--- src/rtl/axis_pkg.sv ---
// rtl/axis_pkg.sv - shared types, defaults and lane mapping for axis_width_packer (PACKER_MSB_FIRST_EN)
package axis_pkg;

  typedef enum logic {
    FILL = 1'b0,
    HOLD = 1'b1
  } packer_state_t;

  localparam int DEF_IN_W  = 8;
  localparam int DEF_RATIO = 4;
  localparam int DEF_CNT_W = 16;

  // Output lane that input beat number idx of a word lands in.
  function automatic int lane_of(input int idx, input int ratio);
`ifdef PACKER_MSB_FIRST_EN
    return ratio - 1 - idx;
`else
    return idx + 0 * ratio;
`endif
  endfunction

endpackage

--- src/rtl/axis_width_packer_if.sv ---
// rtl/axis_width_packer_if.sv - narrow input stream and packed output stream bundle
interface axis_width_packer_if #(
  parameter int IN_W  = 8,
  parameter int RATIO = 4
);
  localparam int OUT_W = IN_W * RATIO;

  logic [IN_W-1:0]  s_tdata;
  logic             s_tvalid;
  logic             s_tlast;
  logic             s_tready;
  logic [OUT_W-1:0] m_tdata;
  logic [RATIO-1:0] m_tkeep;
  logic             m_tlast;
  logic             m_tvalid;
  logic             m_tready;

  modport slave (
    input  s_tdata, s_tvalid, s_tlast, m_tready,
    output s_tready, m_tdata, m_tkeep, m_tlast, m_tvalid
  );

  modport master (
    output s_tdata, s_tvalid, s_tlast, m_tready,
    input  s_tready, m_tdata, m_tkeep, m_tlast, m_tvalid
  );
endinterface

--- src/rtl/axis_msg_counter.sv ---
// rtl/axis_msg_counter.sv - saturating per-message word counter with clear-then-increment
module axis_msg_counter #(
  parameter int CNT_W = 16
) (
  input  logic             clk,
  input  logic             rst,
  input  logic             clear,
  input  logic             inc,
  output logic [CNT_W-1:0] count
);

  always_ff @(posedge clk) begin
    if (rst) begin
      count <= '0;
    end else if (clear) begin
      // A word leaving in the clearing cycle is the first word of the new message.
      count <= {{(CNT_W-1){1'b0}}, inc};
    end else if (inc && (count != {CNT_W{1'b1}})) begin
      count <= count + 1'b1;
    end
  end

endmodule

--- src/rtl/axis_width_packer.sv ---
// rtl/axis_width_packer.sv - packs RATIO narrow beats per wide word; lane order set by PACKER_MSB_FIRST_EN
module axis_width_packer
  import axis_pkg::*;
#(
  parameter int IN_W  = DEF_IN_W,
  parameter int RATIO = DEF_RATIO,
  parameter int CNT_W = DEF_CNT_W
) (
  input  logic                clk,
  input  logic                rst,
  input  logic                upsizing,
  input  logic                clear_msg_count,
  axis_width_packer_if.slave  bus,
  output logic [CNT_W-1:0]    msg_count
);

  localparam int OUT_W = IN_W * RATIO;
  localparam int IDX_W = $clog2(RATIO);
  localparam logic [IDX_W-1:0] LAST_IDX = IDX_W'(RATIO - 1);

  packer_state_t    state, state_n;
  logic [IDX_W-1:0] idx, idx_n;
  logic             mode, mode_n;
  logic [OUT_W-1:0] acc_data, acc_data_n;
  logic [RATIO-1:0] acc_keep, acc_keep_n;
  logic [OUT_W-1:0] out_data, out_data_n;
  logic [RATIO-1:0] out_keep, out_keep_n;
  logic             out_last, out_last_n;

  logic             s_ready;
  logic             beat_acc;
  logic             xfer;
  logic [IDX_W-1:0] beat_idx;
  logic             beat_mode;
  logic             complete;
  int               lane;
  logic [OUT_W-1:0] beat_data;
  logic [RATIO-1:0] beat_keep;

  always_comb begin
    s_ready   = (state == FILL) || bus.m_tready;
    beat_acc  = bus.s_tvalid && s_ready;
    xfer      = (state == HOLD) && bus.m_tready;
    // A beat taken while a word is leaving always starts the next word.
    beat_idx  = (state == HOLD) ? '0 : idx;
    beat_mode = (beat_idx == '0) ? upsizing : mode;
    lane      = lane_of(int'(beat_idx), RATIO);
    beat_data = (state == HOLD) ? '0 : acc_data;
    beat_keep = (state == HOLD) ? '0 : acc_keep;
    for (int k = 0; k < RATIO; k++) begin
      if (k == lane) begin
        beat_data[k*IN_W +: IN_W] = bus.s_tdata;
        beat_keep[k]              = 1'b1;
      end
    end
    complete = !beat_mode || (beat_idx == LAST_IDX) || bus.s_tlast;
  end

  always_comb begin
    state_n    = state;
    idx_n      = idx;
    mode_n     = mode;
    acc_data_n = acc_data;
    acc_keep_n = acc_keep;
    out_data_n = out_data;
    out_keep_n = out_keep;
    out_last_n = out_last;
    unique case (state)
      FILL: begin
        if (beat_acc) begin
          mode_n = beat_mode;
          if (complete) begin
            out_data_n = beat_data;
            out_keep_n = beat_keep;
            out_last_n = bus.s_tlast;
            acc_data_n = '0;
            acc_keep_n = '0;
            idx_n      = '0;
            state_n    = HOLD;
          end else begin
            acc_data_n = beat_data;
            acc_keep_n = beat_keep;
            idx_n      = idx + 1'b1;
          end
        end
      end
      HOLD: begin
        if (xfer) begin
          if (beat_acc && complete) begin
            out_data_n = beat_data;
            out_keep_n = beat_keep;
            out_last_n = bus.s_tlast;
            mode_n     = beat_mode;
          end else begin
            out_data_n = '0;
            out_keep_n = '0;
            out_last_n = 1'b0;
            state_n    = FILL;
            if (beat_acc) begin
              acc_data_n = beat_data;
              acc_keep_n = beat_keep;
              idx_n      = IDX_W'(1);
              mode_n     = beat_mode;
            end
          end
        end
      end
      default: state_n = FILL;
    endcase
  end

  always_ff @(posedge clk) begin
    if (rst) begin
      state    <= FILL;
      idx      <= '0;
      mode     <= 1'b0;
      acc_data <= '0;
      acc_keep <= '0;
      out_data <= '0;
      out_keep <= '0;
      out_last <= 1'b0;
    end else begin
      state    <= state_n;
      idx      <= idx_n;
      mode     <= mode_n;
      acc_data <= acc_data_n;
      acc_keep <= acc_keep_n;
      out_data <= out_data_n;
      out_keep <= out_keep_n;
      out_last <= out_last_n;
    end
  end

  assign bus.s_tready = s_ready;
  assign bus.m_tvalid = (state == HOLD);
  assign bus.m_tdata  = out_data;
  assign bus.m_tkeep  = out_keep;
  assign bus.m_tlast  = out_last;

  axis_msg_counter #(.CNT_W(CNT_W)) u_msg_counter (
    .clk   (clk),
    .rst   (rst),
    .clear (clear_msg_count),
    .inc   (xfer),
    .count (msg_count)
  );

endmodule

--- src/flat_wrapper.sv ---
// flat-port wrapper written by rule: the top's interface ports become plain ports
module axis_width_packer_flat import axis_pkg::*;
#(
  parameter int IN_W  = DEF_IN_W,
  parameter int RATIO = DEF_RATIO,
  parameter int CNT_W = DEF_CNT_W
)
  (clk, rst, upsizing, clear_msg_count, msg_count, bus_s_tdata, bus_s_tvalid, bus_s_tlast, bus_m_tready, bus_s_tready, bus_m_tdata, bus_m_tkeep, bus_m_tlast, bus_m_tvalid);
  axis_width_packer_if #(.IN_W(IN_W), .RATIO(RATIO)) bus_i ();
  input  logic clk;
  input  logic rst;
  input  logic upsizing;
  input  logic clear_msg_count;
  output logic [CNT_W-1:0] msg_count;
  input wire logic [$bits(bus_i.s_tdata)-1:0] bus_s_tdata;
  input wire logic [$bits(bus_i.s_tvalid)-1:0] bus_s_tvalid;
  input wire logic [$bits(bus_i.s_tlast)-1:0] bus_s_tlast;
  input wire logic [$bits(bus_i.m_tready)-1:0] bus_m_tready;
  output wire logic [$bits(bus_i.s_tready)-1:0] bus_s_tready;
  output wire logic [$bits(bus_i.m_tdata)-1:0] bus_m_tdata;
  output wire logic [$bits(bus_i.m_tkeep)-1:0] bus_m_tkeep;
  output wire logic [$bits(bus_i.m_tlast)-1:0] bus_m_tlast;
  output wire logic [$bits(bus_i.m_tvalid)-1:0] bus_m_tvalid;
  assign bus_i.s_tdata = bus_s_tdata;
  assign bus_i.s_tvalid = bus_s_tvalid;
  assign bus_i.s_tlast = bus_s_tlast;
  assign bus_i.m_tready = bus_m_tready;
  assign bus_s_tready = bus_i.s_tready;
  assign bus_m_tdata = bus_i.m_tdata;
  assign bus_m_tkeep = bus_i.m_tkeep;
  assign bus_m_tlast = bus_i.m_tlast;
  assign bus_m_tvalid = bus_i.m_tvalid;
  axis_width_packer #(.IN_W(IN_W), .RATIO(RATIO), .CNT_W(CNT_W)) u_core (.clk(clk), .rst(rst), .upsizing(upsizing), .clear_msg_count(clear_msg_count), .bus(bus_i), .msg_count(msg_count));
endmodule
--- config.mk ---
export PLATFORM = sky130hd
export DESIGN_NAME = axis_width_packer_flat
export DESIGN_NICKNAME = d
export VERILOG_FILES = /design/src/rtl/axis_pkg.sv /design/src/rtl/axis_width_packer_if.sv /design/src/rtl/axis_msg_counter.sv /design/src/rtl/axis_width_packer.sv /design/src/flat_wrapper.sv
export SDC_FILE = /design/constraint.sdc
export NUM_CORES = 1
export LEC_CHECK = 0
export BUFFER_PORTS_ARGS = -buffer_cell sky130_fd_sc_hd__buf_4
export CAP_MARGIN = 20
export CORE_MARGIN = 2
export CORE_UTILIZATION = 45
export CTS_CLUSTER_DIAMETER = 200
export CTS_CLUSTER_SIZE = 28
export DETAILED_ROUTE_END_ITERATION = 8
export GPL_TIMING_DRIVEN = 1
export PLACE_DENSITY = 0.66
export SLEW_MARGIN = 5
export SYNTH_ARGS = -nofsm -noshare
export SYNTH_HDL_FRONTEND = slang
export SYNTH_SLANG_ARGS = --single-unit
--- constraint.sdc ---
create_clock -name clk -period 2.9 [get_ports clk]
set_input_delay 0.435 -clock clk [delete_from_list [all_inputs] [get_ports clk]]
set_output_delay 0.435 -clock clk [all_outputs]
set_load 0.005 [all_outputs]
# After elaboration in Yosys (flattened, before gate mapping)

Cells that the tools add are included.
Widths: inputs -> output; s select.

Add/sub/neg operators: 2
Equal/unequal tests: 10
Multiplexer cells: 56
Bitwise logic cells: 1
Reduce and logical (&&, ||, !) cells: 14

Operators by type and width:

| cell                  | number |
|---|---|
| $mux 32               | 10 |
| $pmux 32 s2           | 2 |
| $mux 4                | 10 |
| $logic_not 32->1      | 1 |
| $mux 8                | 4 |
| $mux 1                | 18 |
| $add 16x1->16 const B | 1 |
| $ne 16x16->1 const B  | 1 |
| $pmux 4 s2            | 2 |
| $mux 2                | 6 |
| $ne 2x2->1 const B    | 3 |
| $pmux 1 s2            | 3 |
| $eq 2x2->1 const A    | 2 |
| $logic_and 1x1->1     | 4 |
| $ne 2x1->1 const B    | 2 |
| $pmux 2 s2            | 1 |
| $reduce_and 4->1      | 1 |
| $logic_or 1x1->1      | 3 |
| $reduce_and 3->1      | 1 |
| $add 2x1->2 const B   | 1 |
| $eq 1x2->1 const A    | 1 |
| $eq 2x2->1 const B    | 1 |
| $logic_not 2->1       | 1 |
| $reduce_bool 2->1     | 1 |
| other kinds (3)       | 3 |

Bits in registers: 93
Input port bits: 15
Output and inout port bits: 55

# Depth between registers and ports, before layout

Gate-level depths: netlist of run 1.

Depth after elaboration: 10
Mapped depth: 7
Mapped depth without buffers: 5

# Cells and area by module

A second synthesis of run 1 with hierarchy kept.

Cell total of the unflattened synthesis: 443
Area total of the unflattened synthesis: 4177.8 sq um

By module, submodules not included:

| module            | times used | cells an instance | area an instance (sq um) | sequential area each (sq um) |
|---|---|---|---|---|
| axis_width_packer | 1          | 350               | 3367.0                   | 1541.5 |
| axis_msg_counter  | 1          | 93                | 810.8                    | 320.3 |

# Least setup slack after synthesis of run 1

OpenSTA, ideal clock, no wires.

Path kind: register to register
From: register u_core.state, in the netlist u_core.bus.m_tvalid
To: register u_core.u_msg_counter.count[15]
Arrival: 1.615 ns
Data required time: 2.830 ns
Slack: 1.215 ns
Stages on the path, launching flop included: 6
Buffers on the path: 1
Clock period less this slack: 1.685 ns
Path through: dfxtp_1 buf_6 nand2_4 or4_4 or4_1 a21oi_1

Word-level cells in the longest chain between the ends: 2

Ends and longest elaborated chain:

| element                | line                     | text |
|---|---|---|
| from (decl)            | axis_width_packer.sv:21  | `packer_state_t state, state_n;` |
| from (signal assigned) | axis_width_packer.sv:123 | `state <= state_n;` |
| $logic_and 1x1->1      | axis_width_packer.sv:43  | `xfer = (state == HOLD) && bus.m_tready;` |
| $logic_and 1x1->1      | axis_msg_counter.sv:18   | `end else if (inc && (count != {CNT_W{1'b1}})) begin` |
| to (signal assigned)   | axis_msg_counter.sv:17   | `count <= {{(CNT_W-1){1'b0}}, inc};` |
| to (signal assigned)   | axis_msg_counter.sv:19   | `count <= count + 1'b1;` |
| to (decl)              | axis_msg_counter.sv:9    | `output logic [CNT_W-1:0] count` |

Every way passes these cells.
A chain may end at the register's enable or synchronous reset.

# Worst setup path after layout of run 1

From: register u_core.state, in the netlist u_core.bus.m_tvalid
To: register u_core.out_data[20], in the netlist u_core.bus.m_tdata[20]

Word-level cells in the longest chain between the ends: 10
Elaborated cells on any way between the ends: 24
Those cells by class: 5 x eq/ne; 9 x mux; 1 x bitwise; 9 x reduce/logical

Ends and longest elaborated chain:

| element                       | line                     | text |
|---|---|---|
| $mux 2                        | axis_width_packer.sv:45  | `beat_idx = (state == HOLD) ? '0 : idx;` |
| $logic_not 2->1               | axis_width_packer.sv:46  | `beat_mode = (beat_idx == '0) ? upsizing : mode;` |
| $mux 1                        | axis_width_packer.sv:46  |  |
| $logic_not 1->1               | axis_width_packer.sv:56  | `complete = !beat_mode \|\| (beat_idx == LAST_IDX) \|\| bus.s_tlast;` |
| $logic_or 1x1->1 (2 in a row) | axis_width_packer.sv:56  |  |
| $logic_and 1x1->1             | axis_width_packer.sv:89  | `if (beat_acc && complete) begin` |
| $mux 32                       | axis_width_packer.sv:89  |  |
| $mux 32                       | axis_width_packer.sv:88  | `if (xfer) begin` |
| $pmux 32 s2                   | axis_width_packer.sv:68  | `unique case (state)` |
| to (signal assigned)          | axis_width_packer.sv:128 | `out_data <= out_data_n;` |
| to (decl)                     | axis_width_packer.sv:26  | `logic [OUT_W-1:0] out_data, out_data_n;` |

Several ways; a longest one is shown, not always the timed one. The select of a mux whose other input is x is not followed.

==> results.txt, run 1 <==
Root Driver -> clkbuf_8
Synth unique cells -> 52
Die Wd -> 101 um
Post-synthesis cell count -> 464
Global Route Usage Sum -> 21.8%
Final Max Slew Viols -> 0
Average routed wire per standard cell -> 16.8 um
Overall power -> 0.00232 W
Final Cycle Share -> 75.3%
Max incr delay on CP -> 490 ps
Max Fclk -> 458 MHz
Die Y -> 101 um
Row cnt -> 35
Via count -> 3730
Mapped Avg Cell Area -> 9.04 um^2
Worst path arrival time -> 2440 ps
Critical setup path kind -> flip-flop to flip-flop
Reg2reg setup slack -> 720 ps
# setup viols final -> 0
ANT nets after route -> 0
Drt first pass iters -> 4
Largest net degree at the start of global routing -> 50
Die Area -> 10100 um^2
Worst-Skew Late Latency -> 360 ps
Maxcap violations -> 0
Fraction of layout cells with a size suffix above 1 -> 23.6%
Initial core utilization -> 45.8%
Register area share after synthesis -> 44.4%
DR iter-0 viols -> 266
Synth Flop Type -> dfxtp_1
Nets -> 533
GPL Wtd Cong -> 0.833
Initial antenna violation count -> 0
Max VDD drop -> 0.367 mV
Dpl cell area -> 4800 um^2
Final setup TNS -> 0 ps
Finished Cell Area -> 4960 um^2
GRT overflow -> 0
Post-CTS sizing -> 0
Status -> finished clean
Most used cell, CP -> buf_4
Remaining DRCs -> 0
Ports -> 70
Core Area -> 9150 um^2
I/O Buffers -> 69
HPWL after detailed placement -> 7.34 mm
Total CTS buffers -> 9
Slowest-stage cell, CP -> dfxtp_1
Post-synth EDFFs -> 0
First-pass GRT wire length -> 17.7 mm
Share of synthesized registers carrying an async set or reset -> 0%
Worst-path cell chain -> buf_4 > nor3b_1 > a32oi_1 > nand2_1 > buf_4 > a31o_2
Setup bufs post-CTS -> 0
Post-Layout Cell Count -> 633
Normalized max-slew margin -> 47.8%
Pwr per Cell Area -> 468 nW/um^2
Hold bufs inserted after CTS -> 0
Crit. End Element -> flip-flop
Vias in the first global route -> 3478
Worst-Margin Slew -> 776 ps
Pleak -> 2.04 nW
Worst Path Max Fanout -> 30
# diodes -> 0
Critical path buffers and inverters -> 2
Longest Clk Path Bufs -> 2
H-tree Lvls -> 3
Syn-to-layout area delta -> 18.3%
Startpoint types -> flip-flop
CP delay by family, top -> compound AO/OA/AOI/OAI gates
Final Hold Viols -> 0
RSZ-0062 raised after global routing -> no
Skew final -> 12.3 ps
Net Count, Synth -> 480
TritonCTS clock tree -> yes
Worst path required time -> 3150 ps
Fin crit period -> 2180 ps
Tightest Hold Check Type -> input pin to flip-flop
Clk sinks -> 93
Placed Instances -> 617
FF+latch count, synth -> 93
Post-Route WL -> 10.6 mm
Mapped Area -> 4200 um^2
Ys Warns -> 0
Clock transition at path regs -> 100 ps
Vias per inst -> 5.89
==> power by group <==
group / switching, W / leakage (nW) / internal (W) / total [W]
combinational: 0.000160 / 1.20 / 0.0000841 / 0.000244
sequential: 0.0000164 / 0.752 / 0.00130 / 0.00131
clock: 0.000456 / 0.0860 / 0.000311 / 0.000766
total: 0.000632 / 2.04 / 0.00169 / 0.00232
==> registers in the layout, summed over array words and instances, names as in the netlist, named ones only <==
name                        count
u_core.acc_keep                 4
u_core.bus.m_tlast              1
u_core.idx                      2
u_core.bus.m_tvalid             1
u_core.acc_data                32
u_core.bus.m_tkeep              4
u_core.bus.m_tdata             32
u_core.u_msg_counter.count     16
==> path summary, 6_finish.rpt <==
check	startpoint	end	cells past startpoint
max	u_core.bus.m_tvalid	u_core.bus.m_tdata[20]	6
min	bus_s_tvalid	u_core.idx[0]	2
max reg2reg	u_core.bus.m_tvalid	u_core.bus.m_tdata[20]	6
min reg2reg	u_core.acc_keep[2]	u_core.acc_keep[2]	2
==> logic make-up after synthesis <==
| logic type | after synthesis | share of synthesized area [%] |
|---|---|---|
| AOI/OAI and AO/OA | 155 | 26.7 |
| xor gates and xnor gates | 1 | 0.209 |
| muxes | 22 | 5.49 |
| buffers and inverters | 54 | 5.28 |
| adders and majority gates | 1 | 0.298 |
| and+or+nand+nor | 138 | 17.6 |
| DFF | 93 | 44.4 |
==> routing by layer <==
| layer | global-route usage (%) | up-vias | wire length (um) |
|---|---|---|---|
| met3 | 4.79 | 5 | 515 |
| met5 | 0 | - | 0 |
| met4 | 4.21 | 0 | 72 |
| met2 | 34.0 | 95 | 4820 |
| met1 | 31.3 | 1781 | 5210 |
| li1 | - | 1849 | - |
==> cells in the mapped netlist, types with 4 or more instances <==
| library cell | instances | area share [%] |
|---|---|---|
| nand3_1 | 15 | 1.8 |
| nor2_1 | 24 | 2.1 |
| nand4_1 | 7 | 1.0 |
| nor4_1 | 14 | 2.1 |
| dfxtp_1 | 93 | 44 |
| o31ai_1 | 5 | 0.89 |
| mux2_2 | 8 | 2.1 |
| nand2_1 | 31 | 2.8 |
| buf_2 | 9 | 1.1 |
| o2bb2ai_1 | 21 | 4.4 |
| o21ai_0 | 36 | 4.3 |
| nor2b_1 | 12 | 1.8 |
| a21oi_1 | 13 | 1.6 |
| a211oi_1 | 4 | 0.72 |
| a21o_1 | 8 | 1.4 |
| or4_1 | 6 | 1.1 |
| o32ai_1 | 4 | 0.83 |
| or3_1 | 7 | 1.0 |
| clkbuf_1 | 27 | 2.4 |
| mux2i_1 | 14 | 3.3 |
| o211ai_1 | 24 | 4.3 |
| a22o_1 | 12 | 2.5 |
| a31o_2 | 11 | 2.3 |
| and3_1 | 7 | 1.0 |
| inv_1 | 14 | 1.3 |
==> placed cells by master, fill, tap and decap left out, types with 11 or more instances in the layout <==
cell,n
a21oi_1,13
a22o_1,12
a31o_2,11
buf_4,81
dfxtp_1,93
inv_1,14
mux2i_1,14
nand2_1,31
nand3_1,15
nor2_1,23
nor2b_1,12
nor4_1,14
o211ai_1,24
o21ai_0,36
o2bb2ai_1,21
==> area by class of cell <==
type | count | area [um^2]
Fill cell | 840 | 4190
Multi-Input combinational cell | 317 | 2110
Sequential cell | 93 | 1860
Timing Repair Buffer | 82 | 628
Tap cell | 111 | 139
Clock buffer | 10 | 128
Inverter | 14 | 52.6
Clock inverter | 6 | 40.0
==> per-stage QoR <==
step | setup slack (ps) | hold slack [ps] | utilization [%]
global placement | 870 | 438 | 52.4
global route | 561 | 338 | 54.2
floorplan | 1210 | 424 | -
CTS | 707 | 320 | 54.2
detailed placement | 736 | 443 | 52.4
finish | 718 | 335 | 54.2
Power figures use the tool's default switching activity.
==> inputs of run 2 (changes only) <==
==> constraint.sdc (replaced) <==
create_clock -name clk -period 2.1 [get_ports clk]
set_input_delay 0.315 -clock clk [delete_from_list [all_inputs] [get_ports clk]]
set_output_delay 0.315 -clock clk [all_outputs]
set_load 0.005 [all_outputs]
==> run 2 against run 1 <==
  * Clock-buffer cell count rose by 2
  * Critical endpoint is now u_core.acc_data[14]
  * Die area did not move
  * Critical path depth decreased by 1
  * Non-clock buffer count is 10 higher
  * Maximum frequency increased by 12%
  * Global-route usage up 0.61 points
  * Largest cell class unchanged
  * Routed wire length is 4.0% higher
==> results.txt, run 2 (synthesized netlist as in run 1, its figures left out) <==
Max incr delay on CP -> 650 ps
Final Max Slew Viols -> 0
Clock transition at path regs -> 90 ps
Most frequent cells in the layout -> 93 x dfxtp_1, 92 x buf_4, 35 x o21ai_0
Skew final -> 5.90 ps
Syn-to-layout area delta -> 20.8%
Vias per inst -> 5.93
Nets -> 543
Ports -> 70
Worst-Skew Late Latency -> 360 ps
First-pass GRT wire length -> 18.1 mm
ANT nets after route -> 0
Remaining DRCs -> 0
RSZ-0062 raised after global routing -> no
Normalized max-slew margin -> 48.7%
# diodes -> 0
Core Area -> 9150 um^2
Total CTS buffers -> 9
Worst path required time -> 2400 ps
Average routed wire per standard cell -> 17.2 um
Final Cycle Share -> 92.6%
R2r endpoint -> u_core.acc_data[14]
Vias in the first global route -> 3554
Die Y -> 101 um
GRT overflow -> 0
DR iter-0 viols -> 203
I/O Buffers -> 69
Fraction of layout cells with a size suffix above 1 -> 24.6%
H-tree Lvls -> 3
Commonest non-fill, non-tap cell in the layout -> dfxtp_1
Final Hold Viols -> 0
Crit. End Element -> flip-flop
Setup bufs post-CTS -> 0
Drt first pass iters -> 4
Worst path arrival time -> 2250 ps
Final Hold Slack -> 224 ps
Initial core utilization -> 45.8%
Root Driver -> clkbuf_8
Via count -> 3812
Initial antenna violation count -> 0
Critical setup path kind -> flip-flop to flip-flop
CP startpoint -> u_core.bus.m_tvalid
Pwr per Cell Area -> 682 nW/um^2
Die Wd -> 101 um
Dpl cell area -> 4860 um^2
Max VDD drop -> 0.441 mV
Finished Cell Area -> 5070 um^2
Largest net degree at the start of global routing -> 30
Reg2Reg Depth -> 5
Worst Path Max Fanout -> 11
Number of fill cells -> 829
Maxcap violations -> 0
Status -> finished clean
Row cnt -> 35
Max Fclk -> 514 MHz
Startpoint types -> flip-flop
Longest Clk Path Bufs -> 2
Die Area -> 10100 um^2
Hold bufs inserted after CTS -> 0
TritonCTS clock tree -> yes
Worst-path cell chain -> buf_4 > o21bai_1 > a32oi_1 > nor2_1 > a22o_1
Post-CTS sizing -> 0
Worst-Margin Slew -> 766 ps
Slowest-stage cell, CP -> nor2_1
HPWL after detailed placement -> 7.63 mm
Clk sinks -> 93
Tightest Hold Check Type -> input pin to flip-flop
Global Route Usage Sum -> 22.4%
Reg2reg setup slack -> 160 ps
Fin crit period -> 1940 ps
Pleak -> 2.10 nW
# setup viols final -> 0
GPL Wtd Cong -> 0.923
Final setup TNS -> 0 ps
Worst r2r src -> u_core.bus.m_tvalid
Post-Route WL -> 11.0 mm
CP endpoint -> u_core.acc_data[14]
run 2: cell count changes in the layout (fill, tap and decap cells not counted), sizes merged:
cell / previous run / this run
clkbuf: 10 / 12
clkinv: 5 / 1
buf: 82 / 92
bufinv: 0 / 2
run 2: power by group:
group          switching (W)  internal (W)
clock network       0.000618      0.000671
registers          0.0000206       0.00179
logic               0.000227      0.000128
run 2: how the worst min path moves through the flow:
stage / slack (ps) / from / cells past startpoint / end
4_1_cts: 200 / bus_s_tvalid / 2 / u_core.idx[0]
3_3_place_gp: 440 / u_core.acc_data[10] / 1 / u_core.acc_data[10]
2_1_floorplan: 420 / u_core.acc_data[10] / 1 / u_core.acc_data[10]
5_1_grt: 220 / bus_s_tvalid / 2 / u_core.idx[0]
6_report: 220 / bus_s_tvalid / 2 / u_core.idx[0]
3_5_place_dp: 440 / u_core.acc_data[24] / 1 / u_core.acc_data[24]
run 2: cell type report:
class / count / area [um^2] / share of cell area, %
Clock buffer: 12 / 135 / 2.67
Clock inverter: 4 / 72.6 / 1.43
Inverter: 14 / 52.6 / 1.04
Multi-Input combinational cell: 317 / 2110 / 41.7
Sequential cell: 93 / 1860 / 36.7
Tap cell: 111 / 139 / 2.74
Timing Repair Buffer: 92 / 691 / 13.6
run 2: per-layer routing:
layer	share of wire (%)	track usage, %
met3	4.7	3.47
met5	0	0
met2	44	34.1
met1	49	31.8
met4	1.9	9.17
run 2: critical path: cells and delay by family, from the launching register on:
family / cells / cell delay, ps
compound gates: 3 / 700
simple gates: 1 / 650
buf+inv: 1 / 180
flops: 1 / 350
run 2: stage by stage:
step	cells	util [%]	power [W]	setup WS, ps
after floorplan	464	-	0.00205	415
after global placement	627	53.1	0.00220	236
after detailed placement	627	53.1	0.00221	168
after CTS	643	55.4	0.00347	145
after global routing	643	55.4	0.00357	26.9
final	643	55.4	0.00346	155
